$ cat config.mk
export PLATFORM = sky130hd
export DESIGN_NAME = fmt_receiver
export DESIGN_NICKNAME = d
export VERILOG_FILES = /design/src/rtl/mcdf_pkg.sv /design/src/rtl/rx_pkt_fifo.sv /design/src/rtl/fmt_receiver.sv
export SDC_FILE = /design/constraint.sdc
export NUM_CORES = 2
export LEC_CHECK = 0
export BUFFER_PORTS_ARGS = -buffer_cell sky130_fd_sc_hd__buf_4
export CAP_MARGIN = 20
export CORE_UTILIZATION = 45
export DETAILED_ROUTE_END_ITERATION = 10
export GPL_TIMING_DRIVEN = 0
export SYNTH_ARGS = -nofsm -noshare
export SYNTH_HDL_FRONTEND = slang
export SYNTH_SLANG_ARGS = --single-unit
$ cat constraint.sdc
create_clock -name clk_i -period 4.9 [get_ports clk_i]
set_input_delay 1.225 -clock clk_i [delete_from_list [all_inputs] [get_ports clk_i]]
set_output_delay 1.225 -clock clk_i [all_outputs]
set_load 0.02 [all_outputs]
$ cat src/rtl/mcdf_pkg.sv
// Purpose: shared MCDF types and constants for the formatter receive path.
// Latency: none (declarations only).
// Backpressure: n/a.
package mcdf_pkg;

  // Channel id reserved by the formatter; never a legal request.
  localparam logic [1:0] CHID_RSVD = 2'd3;

  typedef enum logic [1:0] {
    IDLE  = 2'd0,
    GRANT = 2'd1,
    RECV  = 2'd2
  } rx_state_e;

  typedef enum logic [1:0] {
    ERR_NO_START = 2'd0,
    ERR_SHORT    = 2'd1,
    ERR_LONG     = 2'd2,
    ERR_ILLEGAL  = 2'd3
  } err_code_e;

  // One FIFO entry: {last, chid, data}, 35 bits.
  typedef struct packed {
    logic        last;
    logic [1:0]  chid;
    logic [31:0] data;
  } rx_word_t;

  // Packet lengths the formatter may advertise.
  function automatic logic len_legal(input logic [5:0] len);
    return (len == 6'd4) || (len == 6'd8) || (len == 6'd16) || (len == 6'd32);
  endfunction

endpackage

$ cat src/rtl/rx_pkt_fifo.sv
// Purpose: packet FIFO with speculative write, commit and rollback; show-ahead read.
// Latency: a committed word is visible on rd_dat the cycle after its commit.
// Backpressure: rd_vld/rd_rdy on the read side; the writer must respect free_cnt.
module rx_pkt_fifo
  import mcdf_pkg::*;
#(
  parameter int DEPTH = 64
) (
  input  logic                     clk_i,
  input  logic                     rstn_i,
  input  logic                     wr_vld,
  input  rx_word_t                 wr_dat,
  input  logic                     cmt_vld,
  input  logic                     rbk_vld,
  output logic                     rd_vld,
  input  logic                     rd_rdy,
  output rx_word_t                 rd_dat,
  output logic [$clog2(DEPTH):0]   free_cnt
);

  localparam int AW = $clog2(DEPTH);
  localparam logic [AW:0] PTR_ONE = (AW+1)'(1);
  localparam logic [AW:0] DEPTH_V = (AW+1)'(DEPTH);

  rx_word_t    mem [DEPTH];
  logic [AW:0] wr_ptr;
  logic [AW:0] cmt_ptr;
  logic [AW:0] rd_ptr;

  // Free space counts speculative writes, so a granted burst can never overflow.
  assign free_cnt = DEPTH_V - (wr_ptr - rd_ptr);
  assign rd_vld   = (cmt_ptr != rd_ptr);
  // Gate with valid so an empty FIFO presents all-zero outputs.
  assign rd_dat   = rd_vld ? mem[rd_ptr[AW-1:0]] : '0;

  // Storage write at the speculative pointer; no reset needed on the array.
  always_ff @(posedge clk_i) begin
    if (wr_vld) begin
      mem[wr_ptr[AW-1:0]] <= wr_dat;
    end
  end

  // Write-side pointers: rollback discards everything past the last commit.
  always_ff @(posedge clk_i or negedge rstn_i) begin
    if (!rstn_i) begin
      wr_ptr  <= '0;
      cmt_ptr <= '0;
    end else begin
      if (rbk_vld) begin
        wr_ptr <= cmt_ptr;
      end else if (wr_vld) begin
        wr_ptr <= wr_ptr + PTR_ONE;
      end
      if (cmt_vld) begin
        cmt_ptr <= wr_vld ? (wr_ptr + PTR_ONE) : wr_ptr;
      end
    end
  end

  // Read pointer advances on every accepted word.
  always_ff @(posedge clk_i or negedge rstn_i) begin
    if (!rstn_i) begin
      rd_ptr <= '0;
    end else if (rd_vld && rd_rdy) begin
      rd_ptr <= rd_ptr + PTR_ONE;
    end
  end

endmodule

$ cat src/rtl/fmt_receiver.sv
// Purpose: formatter sink; grants requests, checks framing, commits good packets to a FIFO.
// Latency: grant 1 cycle after request; first word readable 1 cycle after the end beat.
// Backpressure: rx_valid_o/rx_ready_i downstream; requests held off until space is free.
module fmt_receiver
  import mcdf_pkg::*;
#(
  parameter int DEPTH = 64,
  parameter int CNT_W = 16
) (
  input  logic             clk_i,
  input  logic             rstn_i,
  input  logic             fmt_req_i,
  input  logic [1:0]       fmt_chid_i,
  input  logic [5:0]       fmt_length_i,
  input  logic             fmt_start_i,
  input  logic [31:0]      fmt_data_i,
  input  logic             fmt_end_i,
  output logic             fmt_grant_o,
  output logic             rx_valid_o,
  input  logic             rx_ready_i,
  output logic [31:0]      rx_data_o,
  output logic [1:0]       rx_chid_o,
  output logic             rx_last_o,
  output logic             err_o,
  output logic [1:0]       err_code_o,
  output logic [CNT_W-1:0] pkt_cnt_o
);

  localparam int AW = $clog2(DEPTH);

  rx_state_e   state;
  logic [1:0]  chid_q;
  logic [5:0]  len_q;
  logic [5:0]  beat_q;
  logic        req_q;

  logic        req_legal;
  logic        space_ok;
  logic        last_beat;
  logic        beat_vld;
  logic        wr_vld;
  logic        cmt_vld;
  logic        rbk_vld;
  rx_word_t    wr_dat;
  rx_word_t    rd_dat;
  logic [AW:0] free_cnt;

  assign req_legal = fmt_req_i && len_legal(fmt_length_i) && (fmt_chid_i != CHID_RSVD);
  // Reads in the request cycle are deliberately not credited.
  assign space_ok  = (free_cnt >= (AW+1)'(fmt_length_i));
  assign last_beat = (beat_q == (len_q - 6'd1));
  // The first beat only counts when it carries start; later beats always count.
  assign beat_vld  = (state == RECV) && ((beat_q != 6'd0) || fmt_start_i);
  assign wr_dat    = '{last: fmt_end_i, chid: chid_q, data: fmt_data_i};

  // Per-beat FIFO control: commit on a correctly placed end, roll back on bad framing.
  always_comb begin
    wr_vld  = 1'b0;
    cmt_vld = 1'b0;
    rbk_vld = 1'b0;
    if (beat_vld) begin
      wr_vld = 1'b1;
      if (fmt_end_i) begin
        cmt_vld = last_beat;
        rbk_vld = !last_beat;
      end else if (last_beat) begin
        rbk_vld = 1'b1;
      end
    end
  end

  // Request/grant/receive sequencing with registered grant and error outputs.
  always_ff @(posedge clk_i or negedge rstn_i) begin
    if (!rstn_i) begin
      state       <= IDLE;
      chid_q      <= '0;
      len_q       <= '0;
      beat_q      <= '0;
      req_q       <= 1'b0;
      fmt_grant_o <= 1'b0;
      err_o       <= 1'b0;
      err_code_o  <= '0;
      pkt_cnt_o   <= '0;
    end else begin
      fmt_grant_o <= 1'b0;
      err_o       <= 1'b0;
      req_q       <= fmt_req_i;
      case (state)
        IDLE: begin
          if (req_legal && space_ok) begin
            chid_q      <= fmt_chid_i;
            len_q       <= fmt_length_i;
            fmt_grant_o <= 1'b1;
            state       <= GRANT;
          end else if (fmt_req_i && !req_legal && !req_q) begin
            // Only the rising edge of an illegal request is reported.
            err_o      <= 1'b1;
            err_code_o <= ERR_ILLEGAL;
          end
        end
        GRANT: begin
          beat_q <= '0;
          state  <= RECV;
        end
        RECV: begin
          if (!beat_vld) begin
            err_o      <= 1'b1;
            err_code_o <= ERR_NO_START;
            state      <= IDLE;
          end else if (cmt_vld) begin
            pkt_cnt_o <= pkt_cnt_o + CNT_W'(1);
            state     <= IDLE;
          end else if (rbk_vld) begin
            err_o      <= 1'b1;
            err_code_o <= fmt_end_i ? ERR_SHORT : ERR_LONG;
            state      <= IDLE;
          end else begin
            beat_q <= beat_q + 6'd1;
          end
        end
        default: state <= IDLE;
      endcase
    end
  end

  rx_pkt_fifo #(
    .DEPTH (DEPTH)
  ) u_fifo (
    .clk_i    (clk_i),
    .rstn_i   (rstn_i),
    .wr_vld   (wr_vld),
    .wr_dat   (wr_dat),
    .cmt_vld  (cmt_vld),
    .rbk_vld  (rbk_vld),
    .rd_vld   (rx_valid_o),
    .rd_rdy   (rx_ready_i),
    .rd_dat   (rd_dat),
    .free_cnt (free_cnt)
  );

  assign rx_data_o = rd_dat.data;
  assign rx_chid_o = rd_dat.chid;
  assign rx_last_o = rd_dat.last;

endmodule
==> run summary <==
power share of the clock group: 27.9%
drt first pass iters: 8
Final Wtd Congestion: 0.829
Worst-path clk slew: 60 ps
Hold Crit Class: primary input to asynchronous set/reset pin
total power: 60.1 mW
nets@finish: 4495
Largest delay share family, worst path: multiplexers
CTS tree: yes
measured slew at the worst slew-check pin: 1160 ps
arrival time at the worst endpoint: 3770 ps
Syn Nets: 3947
vias in the first global route: 44300
Die Ht: 445 um
antenna violations before repair: 4
clock skew: 42.6 ps
Root Driver: clkbuf_16
most frequent cells in the layout: 2240 x edfxtp_1, 608 x mux4_2, 236 x clkbuf_16
WS Path Type: register to output port
Flop pwr share: 36.7%
register area: 68700 um2
crit-path max FO: 7
Mean Syn Cell Area: 22.8 um2
minimum clock period: 4990 ps
core area: 195000 um2
clk sinks: 2298
die width: 445 um
Critical Path Stages: 8
Leak: 33.6 nW
most common cell after layout, fill and taps aside: edfxtp_1
layout cell share with drive strength beyond 1: 34.5%
Wirelength per Cell: 37.5 um
FMAX: 200 MHz
setup ws final: -92.1 ps
multi-input logic area: 19600 um2
Area Growth Syn to Fin: 19.3%
power per cell area: 570 nW/um2
Setup-failing EPs final: 11
combinational share of power: 35.4%
total gr overflow: 0
startpoint types: register
via count: 45700
main flop type after synthesis: edfxtp_1
switch share: 32.5%
number of synthesized flops with an enable pin: 2240
GRT Total Usage: 27.2%
fin. max-slew vios: 0
final cycle utilization of the critical path: 102%
Post-Route Utilization: 54.1%
violated checks: negative setup slack
Net Sw Power: 19.6 mW
die area: 198000 um2
maxcap violations: 0
number of routed nets with antenna violations: 0
Ports: 102
first-pass GRT wire length: 367 mm
CP peak stage delay: 630 ps
Netlist cell types: 55
Worst-Skew Late Latency: 860 ps
critical path endpoint category: output port
number of synthesized register bits: 2298
status: complete, but fails checks
cell area after synthesis: 88400 um2
port bufs: 101
Initial DRC Count: 7382
Crit path top cell by count: mux4_2
RSZ-0062 raised after global routing: true
largest net degree at the start of global routing: 68
worst path cell trace: buf_12 > clkbuf_16 > buf_16 > mux4_2 > mux4_2 > a32oi_2 > nand2_2 > buf_6
Initial Util: 45.3%
DPL Wire Length: 179 mm
CTS Buffer Depth: 3
vias per cell: 6.31
# DRC: 0
Pint: 40.5 mW
Fin. Hold Viols: 0
Synth async-reset ratio: 2.52%
VDD IR-drop max: 0.425 mV
H-tree levels: 4
synthesized instance count: 3876
r2r worst-path depth: 21
Ys Warns: 0
Filler Cell Count: 14700
sequential share of the synthesized area: 77.8%
WHS: 458 ps
relative slew slack: 22.9%
Placement Rows: 162
CTS buffer count: 226
CP required: 3670 ps
slowest cell on the critical path: mux4_2
WL final: 271 mm
worst path bufs/invs: 4
Setup TNS: -558 ps
Place WS: -598 ps
## flip-flops by register name (all words and copies together), names as in the netlist
signal / flops
err_code_o: 2
err_o: 1
chid_q: 2
u_fifo.rd_ptr: 7
req_q: 1
fmt_grant_o: 1
u_fifo.mem: 2240
beat_q: 6
len_q: 6
u_fifo.wr_ptr: 7
state: 2
u_fifo.cmt_ptr: 7
pkt_cnt_o: 16
## worst paths after layout
check                                               end                          from  slack, ps
setup reg to reg                   len_q[5]$_DFFE_PN0P_  u_fifo.rd_ptr[0]$_DFFE_PN0P_        420
setup / recovery                           rx_data_o[5]  u_fifo.rd_ptr[0]$_DFFE_PN0P_        -90
hold reg to reg               pkt_cnt_o[15]$_DFFE_PN0P_     pkt_cnt_o[15]$_DFFE_PN0P_        480
min in group clk_i            pkt_cnt_o[15]$_DFFE_PN0P_     pkt_cnt_o[15]$_DFFE_PN0P_        480
hold / removal               u_fifo.wr_ptr[5]$_DFF_PN0_                        rstn_i        460
max in group asynchronous  u_fifo.rd_ptr[4]$_DFFE_PN0P_                        rstn_i       3870
## metrics by stage
stage	area, um2	std cells
finish	105000	7239
global route	105000	7238
CTS	104000	7168
detailed placement	95600	6734
global placement	92400	6601
floorplan	88400	3876
## layout make-up
type                    count  share of cell area, %
flip-flops and latches   2298                   65.2
multi-input cells        1346                   18.6
clock buffers             290                   5.67
repair buffers            321                   4.19
well taps                2624                   3.11
plain buffers             199                   2.10
clock inverters           128                   1.01
inverters                  32                  0.122
diodes                      1                0.00237
## cell usage after synthesis (all sizes together) (2+ instances only)
master	number	share of area, %
dfrtp	58	1.6
xor2	21	0.21
o21ai	37	0.21
a22oi	106	0.90
mux2	13	0.17
buf	124	0.78
clkbuf	76	0.32
nand2	103	0.44
nor4	3	0.028
inv	32	0.14
a31o	2	0.020
a21oi	27	0.15
and3	2	0.014
nor2	99	0.42
o221ai	4	0.040
or4	2	0.017
mux4	608	15
o211ai	8	0.068
nor3	15	0.085
nand4	16	0.11
o21bai	2	0.017
nand2b	3	0.021
a221oi	2	0.020
o22ai	29	0.21
xnor2	30	0.30
nand3	40	0.23
mux2i	72	0.82
a21o	5	0.042
edfxtp	2240	76
a32oi	6	0.059
a31oi	16	0.11
a21boi	2	0.017
and2	7	0.050
nor2b	7	0.050
a2bb2oi	14	0.14
ha	24	0.34
a211oi	9	0.076
nand3b	2	0.017
## cell families after synthesis
group	share of synthesized area [%]
AOI/OAI and AO/OA	2.14
muxes	16.5
and+or+nand+nor	1.51
buffers and inverters	1.24
DFF	77.8
xor gates and xnor gates	0.505
adders and majority gates	0.362
## power groups by stage
stage / Sequential, mW / Combinational, mW / Clock (mW)
global placement: 22.6 / 17.8 / 0
detailed placement: 22.4 / 18.4 / 0
floorplan: 22.4 / 10.7 / 0
finish: 22.0 / 21.3 / 16.8
CTS: 22.0 / 19.8 / 16.9
global route: 22.0 / 22.0 / 17.7
## metal layers
layer | global-route usage, % | part of all wire [%]
met1 | 38.7 | 39
met2 | 41.9 | 47
met3 | 5.92 | 10
met4 | 9.41 | 3.9
met5 | 0 | 0.011
## repair_timing
item | in CTS | in global routing
gates cloned | 0 | 6
buffers inserted | 16 | 65
endpoints found under the hold margin | 0 | 0
pin swaps | 14 | 37
endpoints found under the setup margin | 42 | 39
hold buffers | 0 | 0
gates resized for setup | 421 | 148
No activity file was read; power rests on OpenSTA's default activity.
